<file path="config.mk">
export PLATFORM = sky130hd
export DESIGN_NAME = rf_writeback_queue_flat
export DESIGN_NICKNAME = d
export VERILOG_FILES = /design/src/rtl/kgp_risc_pkg.sv /design/src/rtl/rf_writeback_queue_if.sv /design/src/rtl/rf_wb_fwd_match.sv /design/src/rtl/rf_writeback_queue.sv /design/src/flat_wrapper.sv
export SDC_FILE = /design/constraint.sdc
export NUM_CORES = 1
export LEC_CHECK = 0
export BUFFER_PORTS_ARGS = -buffer_cell sky130_fd_sc_hd__buf_4
export CORE_UTILIZATION = 48
export CTS_BUF_LIST = sky130_fd_sc_hd__clkbuf_8 sky130_fd_sc_hd__clkbuf_16
export CTS_CLUSTER_DIAMETER = 100
export DETAILED_ROUTE_END_ITERATION = 10
export PLACE_DENSITY = 0.69
export SLEW_MARGIN = 20
export SYNTH_ARGS = -nofsm -noshare
export SYNTH_HDL_FRONTEND = slang
export SYNTH_SLANG_ARGS = --single-unit
</file>
<file path="constraint.sdc">
create_clock -name clk -period 6 [get_ports clk]
set_clock_uncertainty 0.1 [all_clocks]
set_input_delay 0.3 -clock clk [delete_from_list [all_inputs] [get_ports clk]]
set_output_delay 0.3 -clock clk [all_outputs]
set_load 0.01 [all_outputs]
</file>
<file path="src/rtl/kgp_risc_pkg.sv">
// Shared KGP-RISC definitions: register-file geometry and the write-back entry type.
package kgp_risc_pkg;
  localparam int KGP_AW = 5;
  localparam int KGP_DW = 32;

  typedef struct packed {
    logic [KGP_AW-1:0] rd;
    logic [KGP_DW-1:0] data;
  } wb_entry_t;
endpackage

</file>
<file path="src/rtl/rf_writeback_queue_if.sv">
// Bundle of request, register-file write port, forwarding and status signals
// for the write-back queue.
interface rf_writeback_queue_if
  import kgp_risc_pkg::*;
#(
  parameter int DEPTH = 4,
  parameter int AW    = KGP_AW,
  parameter int DW    = KGP_DW
);
  localparam int CW = $clog2(DEPTH) + 1;

  // A request is taken on a posedge where its valid and ready are both 1.
  // Ready never looks at the same-cycle pop, and memory beats ALU when both are valid.
  logic          mem_valid;
  logic [AW-1:0] mem_reg;
  logic [DW-1:0] mem_data;
  logic          mem_ready;
  logic          alu_valid;
  logic [AW-1:0] alu_reg;
  logic [DW-1:0] alu_data;
  logic          alu_ready;
  logic          hold;
  logic          flush;
  logic          reg_write;
  logic [AW-1:0] write_reg;
  logic [DW-1:0] write_data;
  logic [AW-1:0] fwd_addr1;
  logic [AW-1:0] fwd_addr2;
  logic          fwd_hit1;
  logic [DW-1:0] fwd_data1;
  logic          fwd_hit2;
  logic [DW-1:0] fwd_data2;
  logic [CW-1:0] count;
  logic          full;
  logic          empty;

  modport master (
    output mem_valid, mem_reg, mem_data, alu_valid, alu_reg, alu_data,
           hold, flush, fwd_addr1, fwd_addr2,
    input  mem_ready, alu_ready, reg_write, write_reg, write_data,
           fwd_hit1, fwd_data1, fwd_hit2, fwd_data2, count, full, empty
  );

  modport slave (
    input  mem_valid, mem_reg, mem_data, alu_valid, alu_reg, alu_data,
           hold, flush, fwd_addr1, fwd_addr2,
    output mem_ready, alu_ready, reg_write, write_reg, write_data,
           fwd_hit1, fwd_data1, fwd_hit2, fwd_data2, count, full, empty
  );
endinterface

</file>
<file path="src/rtl/rf_wb_fwd_match.sv">
// Priority address compare over NS slots ordered oldest (index 0) to newest;
// the highest-index valid match supplies the forwarded data.
module rf_wb_fwd_match
  import kgp_risc_pkg::*;
#(
  parameter int NS = 5,
  parameter int AW = KGP_AW,
  parameter int DW = KGP_DW
) (
  input  logic [AW-1:0]         addr,
  input  logic [NS-1:0]         slot_valid,
  input  logic [NS-1:0][AW-1:0] slot_rd,
  input  logic [NS-1:0][DW-1:0] slot_data,
  output logic                  hit,
  output logic [DW-1:0]         data
);
  always_comb begin
    hit  = 1'b0;
    data = '0;
    for (int i = 0; i < NS; i++) begin
      if (slot_valid[i] && (slot_rd[i] == addr)) begin
        hit  = 1'b1;
        data = slot_data[i];
      end
    end
  end
endmodule

</file>
<file path="src/rtl/rf_writeback_queue.sv">
// Write-back FIFO between the ALU/memory paths and the register file's single
// write port, with two-port forwarding of not-yet-committed writes.
module rf_writeback_queue
  import kgp_risc_pkg::*;
#(
  parameter int DEPTH = 4,
  parameter int AW    = KGP_AW,
  parameter int DW    = KGP_DW
) (
  input  logic            clk,
  input  logic            rst,
  rf_writeback_queue_if.slave wb
);
  localparam int PW = $clog2(DEPTH);
  localparam int CW = PW + 1;
  localparam int NS = DEPTH + 1;

  logic [AW-1:0] q_rd   [DEPTH];
  logic [DW-1:0] q_data [DEPTH];
  logic [PW-1:0] wr_ptr;
  logic [PW-1:0] rd_ptr;
  logic [CW-1:0] count_q;

  logic          full_w;
  logic          empty_w;
  logic          push;
  logic          pop;
  logic [AW-1:0] push_rd;
  logic [DW-1:0] push_data;

  logic          reg_write_q;
  logic [AW-1:0] write_reg_q;
  logic [DW-1:0] write_data_q;

  assign full_w    = (count_q == CW'(DEPTH));
  assign empty_w   = (count_q == '0);
  assign push      = !wb.flush && !full_w && (wb.mem_valid || wb.alu_valid);
  assign pop       = !wb.flush && !wb.hold && !empty_w;
  assign push_rd   = wb.mem_valid ? wb.mem_reg  : wb.alu_reg;
  assign push_data = wb.mem_valid ? wb.mem_data : wb.alu_data;

  assign wb.mem_ready  = !full_w;
  assign wb.alu_ready  = !full_w && !wb.mem_valid;
  assign wb.count      = count_q;
  assign wb.full       = full_w;
  assign wb.empty      = empty_w;
  assign wb.reg_write  = reg_write_q;
  assign wb.write_reg  = write_reg_q;
  assign wb.write_data = write_data_q;

  always_ff @(posedge clk or posedge rst) begin
    if (rst) begin
      wr_ptr       <= '0;
      rd_ptr       <= '0;
      count_q      <= '0;
      reg_write_q  <= 1'b0;
      write_reg_q  <= '0;
      write_data_q <= '0;
    end else if (wb.flush) begin
      // The output stage already went to the register file; only the queue is dropped.
      wr_ptr      <= '0;
      rd_ptr      <= '0;
      count_q     <= '0;
      reg_write_q <= 1'b0;
    end else begin
      if (push) wr_ptr <= wr_ptr + 1'b1;
      if (pop)  rd_ptr <= rd_ptr + 1'b1;
      count_q     <= count_q + CW'(push) - CW'(pop);
      reg_write_q <= pop;
      if (pop) begin
        write_reg_q  <= q_rd[rd_ptr];
        write_data_q <= q_data[rd_ptr];
      end
    end
  end

  always_ff @(posedge clk) begin
    if (push) begin
      q_rd[wr_ptr]   <= push_rd;
      q_data[wr_ptr] <= push_data;
    end
  end

  // Slot 0 is the output stage (oldest); slots 1..DEPTH run head to tail.
  logic [NS-1:0]         slot_valid;
  logic [NS-1:0][AW-1:0] slot_rd;
  logic [NS-1:0][DW-1:0] slot_data;

  always_comb begin
    slot_valid    = '0;
    slot_rd       = '0;
    slot_data     = '0;
    slot_valid[0] = reg_write_q;
    slot_rd[0]    = write_reg_q;
    slot_data[0]  = write_data_q;
    for (int k = 0; k < DEPTH; k++) begin
      slot_valid[k+1] = (CW'(k) < count_q);
      slot_rd[k+1]    = q_rd[rd_ptr + PW'(k)];
      slot_data[k+1]  = q_data[rd_ptr + PW'(k)];
    end
  end

  rf_wb_fwd_match #(.NS(NS), .AW(AW), .DW(DW)) u_fwd1 (
    .addr       (wb.fwd_addr1),
    .slot_valid (slot_valid),
    .slot_rd    (slot_rd),
    .slot_data  (slot_data),
    .hit        (wb.fwd_hit1),
    .data       (wb.fwd_data1)
  );

  rf_wb_fwd_match #(.NS(NS), .AW(AW), .DW(DW)) u_fwd2 (
    .addr       (wb.fwd_addr2),
    .slot_valid (slot_valid),
    .slot_rd    (slot_rd),
    .slot_data  (slot_data),
    .hit        (wb.fwd_hit2),
    .data       (wb.fwd_data2)
  );
endmodule

</file>
<file path="src/flat_wrapper.sv">
// flat-port wrapper written by rule: the top's interface ports become plain ports
module rf_writeback_queue_flat import kgp_risc_pkg::*;
#(
  parameter int DEPTH = 4,
  parameter int AW    = KGP_AW,
  parameter int DW    = KGP_DW
)
  (clk, rst, wb_mem_valid, wb_mem_reg, wb_mem_data, wb_alu_valid, wb_alu_reg, wb_alu_data, wb_hold, wb_flush, wb_fwd_addr1, wb_fwd_addr2, wb_mem_ready, wb_alu_ready, wb_reg_write, wb_write_reg, wb_write_data, wb_fwd_hit1, wb_fwd_data1, wb_fwd_hit2, wb_fwd_data2, wb_count, wb_full, wb_empty);
  rf_writeback_queue_if #(.DEPTH(DEPTH), .AW(AW), .DW(DW)) wb_i ();
  input  logic clk;
  input  logic rst;
  input wire logic [$bits(wb_i.mem_valid)-1:0] wb_mem_valid;
  input wire logic [$bits(wb_i.mem_reg)-1:0] wb_mem_reg;
  input wire logic [$bits(wb_i.mem_data)-1:0] wb_mem_data;
  input wire logic [$bits(wb_i.alu_valid)-1:0] wb_alu_valid;
  input wire logic [$bits(wb_i.alu_reg)-1:0] wb_alu_reg;
  input wire logic [$bits(wb_i.alu_data)-1:0] wb_alu_data;
  input wire logic [$bits(wb_i.hold)-1:0] wb_hold;
  input wire logic [$bits(wb_i.flush)-1:0] wb_flush;
  input wire logic [$bits(wb_i.fwd_addr1)-1:0] wb_fwd_addr1;
  input wire logic [$bits(wb_i.fwd_addr2)-1:0] wb_fwd_addr2;
  output wire logic [$bits(wb_i.mem_ready)-1:0] wb_mem_ready;
  output wire logic [$bits(wb_i.alu_ready)-1:0] wb_alu_ready;
  output wire logic [$bits(wb_i.reg_write)-1:0] wb_reg_write;
  output wire logic [$bits(wb_i.write_reg)-1:0] wb_write_reg;
  output wire logic [$bits(wb_i.write_data)-1:0] wb_write_data;
  output wire logic [$bits(wb_i.fwd_hit1)-1:0] wb_fwd_hit1;
  output wire logic [$bits(wb_i.fwd_data1)-1:0] wb_fwd_data1;
  output wire logic [$bits(wb_i.fwd_hit2)-1:0] wb_fwd_hit2;
  output wire logic [$bits(wb_i.fwd_data2)-1:0] wb_fwd_data2;
  output wire logic [$bits(wb_i.count)-1:0] wb_count;
  output wire logic [$bits(wb_i.full)-1:0] wb_full;
  output wire logic [$bits(wb_i.empty)-1:0] wb_empty;
  assign wb_i.mem_valid = wb_mem_valid;
  assign wb_i.mem_reg = wb_mem_reg;
  assign wb_i.mem_data = wb_mem_data;
  assign wb_i.alu_valid = wb_alu_valid;
  assign wb_i.alu_reg = wb_alu_reg;
  assign wb_i.alu_data = wb_alu_data;
  assign wb_i.hold = wb_hold;
  assign wb_i.flush = wb_flush;
  assign wb_i.fwd_addr1 = wb_fwd_addr1;
  assign wb_i.fwd_addr2 = wb_fwd_addr2;
  assign wb_mem_ready = wb_i.mem_ready;
  assign wb_alu_ready = wb_i.alu_ready;
  assign wb_reg_write = wb_i.reg_write;
  assign wb_write_reg = wb_i.write_reg;
  assign wb_write_data = wb_i.write_data;
  assign wb_fwd_hit1 = wb_i.fwd_hit1;
  assign wb_fwd_data1 = wb_i.fwd_data1;
  assign wb_fwd_hit2 = wb_i.fwd_hit2;
  assign wb_fwd_data2 = wb_i.fwd_data2;
  assign wb_count = wb_i.count;
  assign wb_full = wb_i.full;
  assign wb_empty = wb_i.empty;
  rf_writeback_queue #(.DEPTH(DEPTH), .AW(AW), .DW(DW)) u_core (.clk(clk), .rst(rst), .wb(wb_i));
endmodule
</file>
Word level (Yosys, flattened, before mapping)
Memories as Yosys holds them, arrays and structs flattened.
Cells that the tools add are included.

storage, ports and cells
  logic and storage cells = 85
  memories = 2
  register bits after elaboration = 45
  RAM bits = 148

memories
  memory         depth  width  rd ports  clocked after Yosys merged registers in  wr ports  RTL line                  text
  u_core.q_data  4      32     4         0                                        1         rf_writeback_queue.sv:19  logic [DW-1:0] q_data [DEPTH];
  u_core.q_rd    4      5      4         0                                        1         rf_writeback_queue.sv:18  logic [AW-1:0] q_rd [DEPTH];

cells by class
  equality and inequality tests = 11
  reductions and logical operators = 25
  bitwise gates (word level) = 1
  order comparisons = 4
  mux-type cells = 30
  add/sub/neg operators = 6

operators with widths
  operator                                           count
  two-way mux 32 bit                                 11
  equality test 5 bit                                10
  logical AND 1 bit                                  15
  two-way mux 1 bit                                  13
  two-way mux 2 bit                                  4
  < comparator 1 x 3 -> 1 bit, first input constant  2
  < comparator 2 x 3 -> 1 bit, first input constant  2
  logical NOT 1 bit                                  5
  two-way mux 5 bit                                  1
  adder 2 x 1 -> 2 bit, second input constant        2
  adder 2 bit, second input constant                 2
  nonzero test 2 bit                                 2
  adder 3 x 1 -> 3 bit                               1
  equality test 3 bit, second input constant         1
  logical NOT 3 bit                                  1
  two-way mux 3 bit                                  1
  subtractor 3 x 1 -> 3 bit                          1
  AND reduction 2 bit                                1
  logical OR 1 bit                                   1
  inverter 1 bit                                     1

Depth between registers and ports, before layout
  word-level depth = 7
  depth in mapped cells = 12
  depth with buffers taken out = 10

Modules after synthesis
A second synthesis with hierarchy kept.

unflattened totals
  cell total of the unflattened synthesis = 948
  area total of the unflattened synthesis = 13977.2 µm²

by module, submodules not included
  module              instances  area each (µm²)  cells an instance
  rf_writeback_queue  1          10839.1          544
  rf_wb_fwd_match     2          1569.0           202

Worst setup path after synthesis
OpenSTA, ideal clock, no wires.

  kind = register to output
  from = reg u_core.rd_ptr[0]
  to = out wb_fwd_data1[12]
  cell stages (with the launch flop) = 10
  setup slack = 3.037 ns
  arrival = 2.563 ns
  cell sequence = dfrtp_1 -> buf_6 -> mux4_2 -> xor2_1 -> or4b_4 -> buf_6 -> clkbuf_2 -> o21ai_0 -> o22ai_1 -> o221ai_1

between the ends
  cells in the longest elaborated chain, start to end = 7
  elaborated cells on any way between the ends = 17
  classes of those cells = add/sub: 3; eq/ne: 4; mux: 4; reduce/logical: 4; memory: 2

ends and longest elaborated chain
  element                                                            RTL line                  text
  start: declaration                                                 rf_writeback_queue.sv:21  logic [PW-1:0] rd_ptr;
  start signal: assignment                                           rf_writeback_queue.sv:67  if (pop) rd_ptr <= rd_ptr + 1'b1;
  adder 2 x 1 -> 2 bit / memory (4 x 5 bit) (equally long branches)  n/a
  memory (4 x 5 bit) / equality test 5 bit (equally long branches)   n/a
  equality test 5 bit / logical AND 1 bit (equally long branches)    rf_wb_fwd_match.sv:21     if (slot_valid[i] && (slot_rd[i] == addr)) begin
  logical AND 1 bit / two-way mux 32 bit (equally long branches)     rf_wb_fwd_match.sv:21
  two-way mux 32 bit (2 in a row)                                    rf_wb_fwd_match.sv:21
  two-way mux 32 bit (*)                                             rf_wb_fwd_match.sv:21
  end: declaration                                                   flat_wrapper.sv:28        output wire logic [$bits(wb_i.fwd_data1)-1:0] wb_fwd_data1;

Every way passes the cells marked *; elsewhere a longest branch is shown, timed or not.

Worst setup path in the final report
  from = reg u_core.rd_ptr[1]
  to = out wb_fwd_data1[30]

Same word-level chain as after synthesis.

==> summary.md <==
| Metric | Value |
|---|---|
| Cells after Synth | 1359 |
| Layout cells sized above 1 | 26.2% |
| Simple-Gate Fraction of Synth Area | 12.3% |
| Reg clk slew, reported paths | 0.07 ns |
| I/O pin total | 201 |
| Die width | 168 um |
| CTS H-tree lvls | 4 |
| Max cap viols | 0 |
| Vias in the first global route | 10400 |
| Crit path DAT | 4.52 ns |
| Synth Area in Compound Gates | 16.3% |
| Power Density | 367 nW/um^2 |
| Clock latency on the worst-skew pair | 0.44 ns |
| WL final | 36.9 mm |
| Largest register FFs | 128 |
| Area grow syn2layout | 14.1% |
| Synth area leader | edfxtp_1 |
| Post-synthesis cell area | 13200 um^2 |
| RePlAce Congestion | 0.905 |
| Synth area leaders | edfxtp_1, mux2_2, dfrtp_1 |
| Biggest register | u_core.q_data |
| ANT nets after route | 0 |
| Adder-Cell Fraction of Synth Area | 0.910% |
| Largest net degree at the start of global routing | 97 |
| Primary FF master, synth | edfxtp_1 |
| CTS Buf Count | 17 |
| Worst-Margin Slew | 1.02 ns |
| Clock share of power | 20.3% |
| Peak supply drop | 211 uV |
| Critical Path Source Type | flop |
| Antenna fix cells | 0 |
| Final period utilization | 82.0% |
| Max Root-Sink Buffers | 2 |
| Critical Path Fanout Max | 69 |
| Sw Pwr | 2.25 mW |
| Clk sinks | 193 |
| HP Class | in2reg |
| Max Freq | 203 MHz |
| Post-synthesis mux area share | 17.2% |
| Total negative slack | 0 ns |
| Initial antenna violation count | 0 |
| Top cells by count, synth | nand2_1, o21ai_0, edfxtp_1 |
| Remaining design rule violation count | 0 |
| Total track usage | 26.3% |
| CP required | 5.60 ns |
| Max Slew Vio Count | 0 |
| Via/cell ratio | 6.15 |
| Router iterations before antenna repair | 5 |
| Largest family of logic cells by synthesized area | multiplexers |
| Pleak | 5.74 nW |
| CTS tree | yes |
| Layout net count | 1535 |
| Vias | 11000 |
| FP Rows | 60 |
| Initial detailed-routing violation count | 1087 |
| Relative slew slack | 32.2% |
| Post-Syn Area per Cell | 9.71 um^2 |
| DP HPWL | 23.2 mm |
| Final core occ | 55.9% |
| Share of the yosys chip area belonging to registers | 42.2% |
| Min Tclk post-route | 4.92 ns |
| Combinational fraction of design power | 43.0% |
| Port buffer count | 200 |
| Post-synth top area share | 33.7% |
| Setup violators final | 0 |
| Die area | 28200 um^2 |
| First-pass GRT wire length | 57.4 mm |
| Gr ovfl total | 0 |
| Status | finished clean |
| Core area | 27000 um^2 |
| RSZ-0062 raised after global routing | no |
| Ys async rst share | 23.3% |
| Die Height | 168 um |
| Synth Warn # | 0 |
| Seq pwr share | 36.7% |
| XOR/XNOR share of the synthesized area | 4.11% |
| Internal power | 3.28 mW |
| Initial Util | 49.0% |
| Final Hold Vio Count | 0 |
| Post-synth EDFFs | 148 |
| Count leader, synth | nand2_1 |
| Crit Path Class | reg2out |
| Yosys reg bits | 193 |
| WL/cell | 20.6 um |
| Sw Share | 40.7% |
| CTS root buffer | clkbuf_16 |
| Synth unique cells | 44 |
| Post_cts resized | 0 |
| Worst Setup End Kind | output pin |
| Net count after synthesis | 1458 |
stage by stage:
| step | worst slack, ns | total power, mW | area (um^2) | hold WS (ns) | instances |
|---|---|---|---|---|---|
| final | 1.08 | 5.53 | 15100 | 0.0942 | 1790 |
| after global routing | 0.846 | 5.86 | 15100 | 0.0756 | 1790 |
| after CTS | 1.09 | 5.53 | 15000 | 0.0763 | 1789 |
| after detailed placement | 1.57 | 4.40 | 14400 | 0.415 | 1755 |
| after global placement | 1.68 | 4.34 | 14400 | 0.407 | 1755 |
| after floorplan | 3.04 | 3.71 | 13200 | 0.378 | 1359 |
cell type report:
class                      instances  area (um^2)
clock buffer                      17          425
multi-input combinational        993         6760
sequential                       193         5580
tap                              341          427
inverter                          12         47.5
timing repair buffer             219         1670
clock inverter                    15          148
fill                            2328        11900
metal layers:
layer	global-route usage, %	vias to the layer above	share of wire, %
met1	34.9	5261	43
met3	4.65	66	7.3
li1	-	5139	-
met4	8.86	0	2.1
met5	0	-	0
met2	43.3	551	47
power by group through the flow:
stage,sequential [mW],combinational [mW],clock (mW)
global route,2.07,2.60,1.19
detailed placement,2.05,2.35,0
floorplan,1.90,1.81,0
global placement,2.04,2.30,0
finish,2.03,2.38,1.12
CTS,2.03,2.36,1.14
logic make-up after synthesis:
| family | after synthesis |
|---|---|
| xor gates and xnor gates | 62 |
| muxes | 201 |
| buffers and inverters | 173 |
| AOI/OAI and AO/OA | 357 |
| and+or+nand+nor | 364 |
| adders and majority gates | 9 |
| DFF | 193 |
critical path, cell delays in order (launching register included):
cell and delay (ns):
dfrtp_4 0.72, buf_4 0.86, mux4_1 0.48, xnor2_1 0.17, nand2_1 0.07, or4b_4 0.83, and3_1 0.30, o22ai_1 0.16
o221ai_1 0.19, buf_4 0.24
repair_timing:
action	CTS	global route
buffers inserted	0	0
hold buffers	2	0
hold endpoints to repair	50	0
layout by cell type, fill, tap and decap left out, types with 60 or more instances in the layout:
cell and instances:
mux2_2 108, nand2_1 183, o22ai_1 63, buf_4 216, o21ai_0 151, nor2_1 81, and3_1 67, mux2i_1 85
o221ai_1 60, edfxtp_1 148, a21oi_1 62
worst paths after layout:
check,startpoint,endpoint,slack [ns],depth (start not counted)
setup reg to reg,u_core.wb.count[2],u_core.wb.count[2],3.03,11
max in group asynchronous,rst,u_core.rd_ptr[0],4.76,4
hold reg to reg,u_core.wb.write_data[1],u_core.wb.write_data[1],0.44,2
min in group asynchronous,rst,u_core.wb.write_data[0],0.51,4
setup / recovery,u_core.rd_ptr[1],wb_fwd_data1[30],1.08,9
hold / removal,wb_hold,u_core.rd_ptr[0],0.09,4
Power figures use the tool's default switching activity.
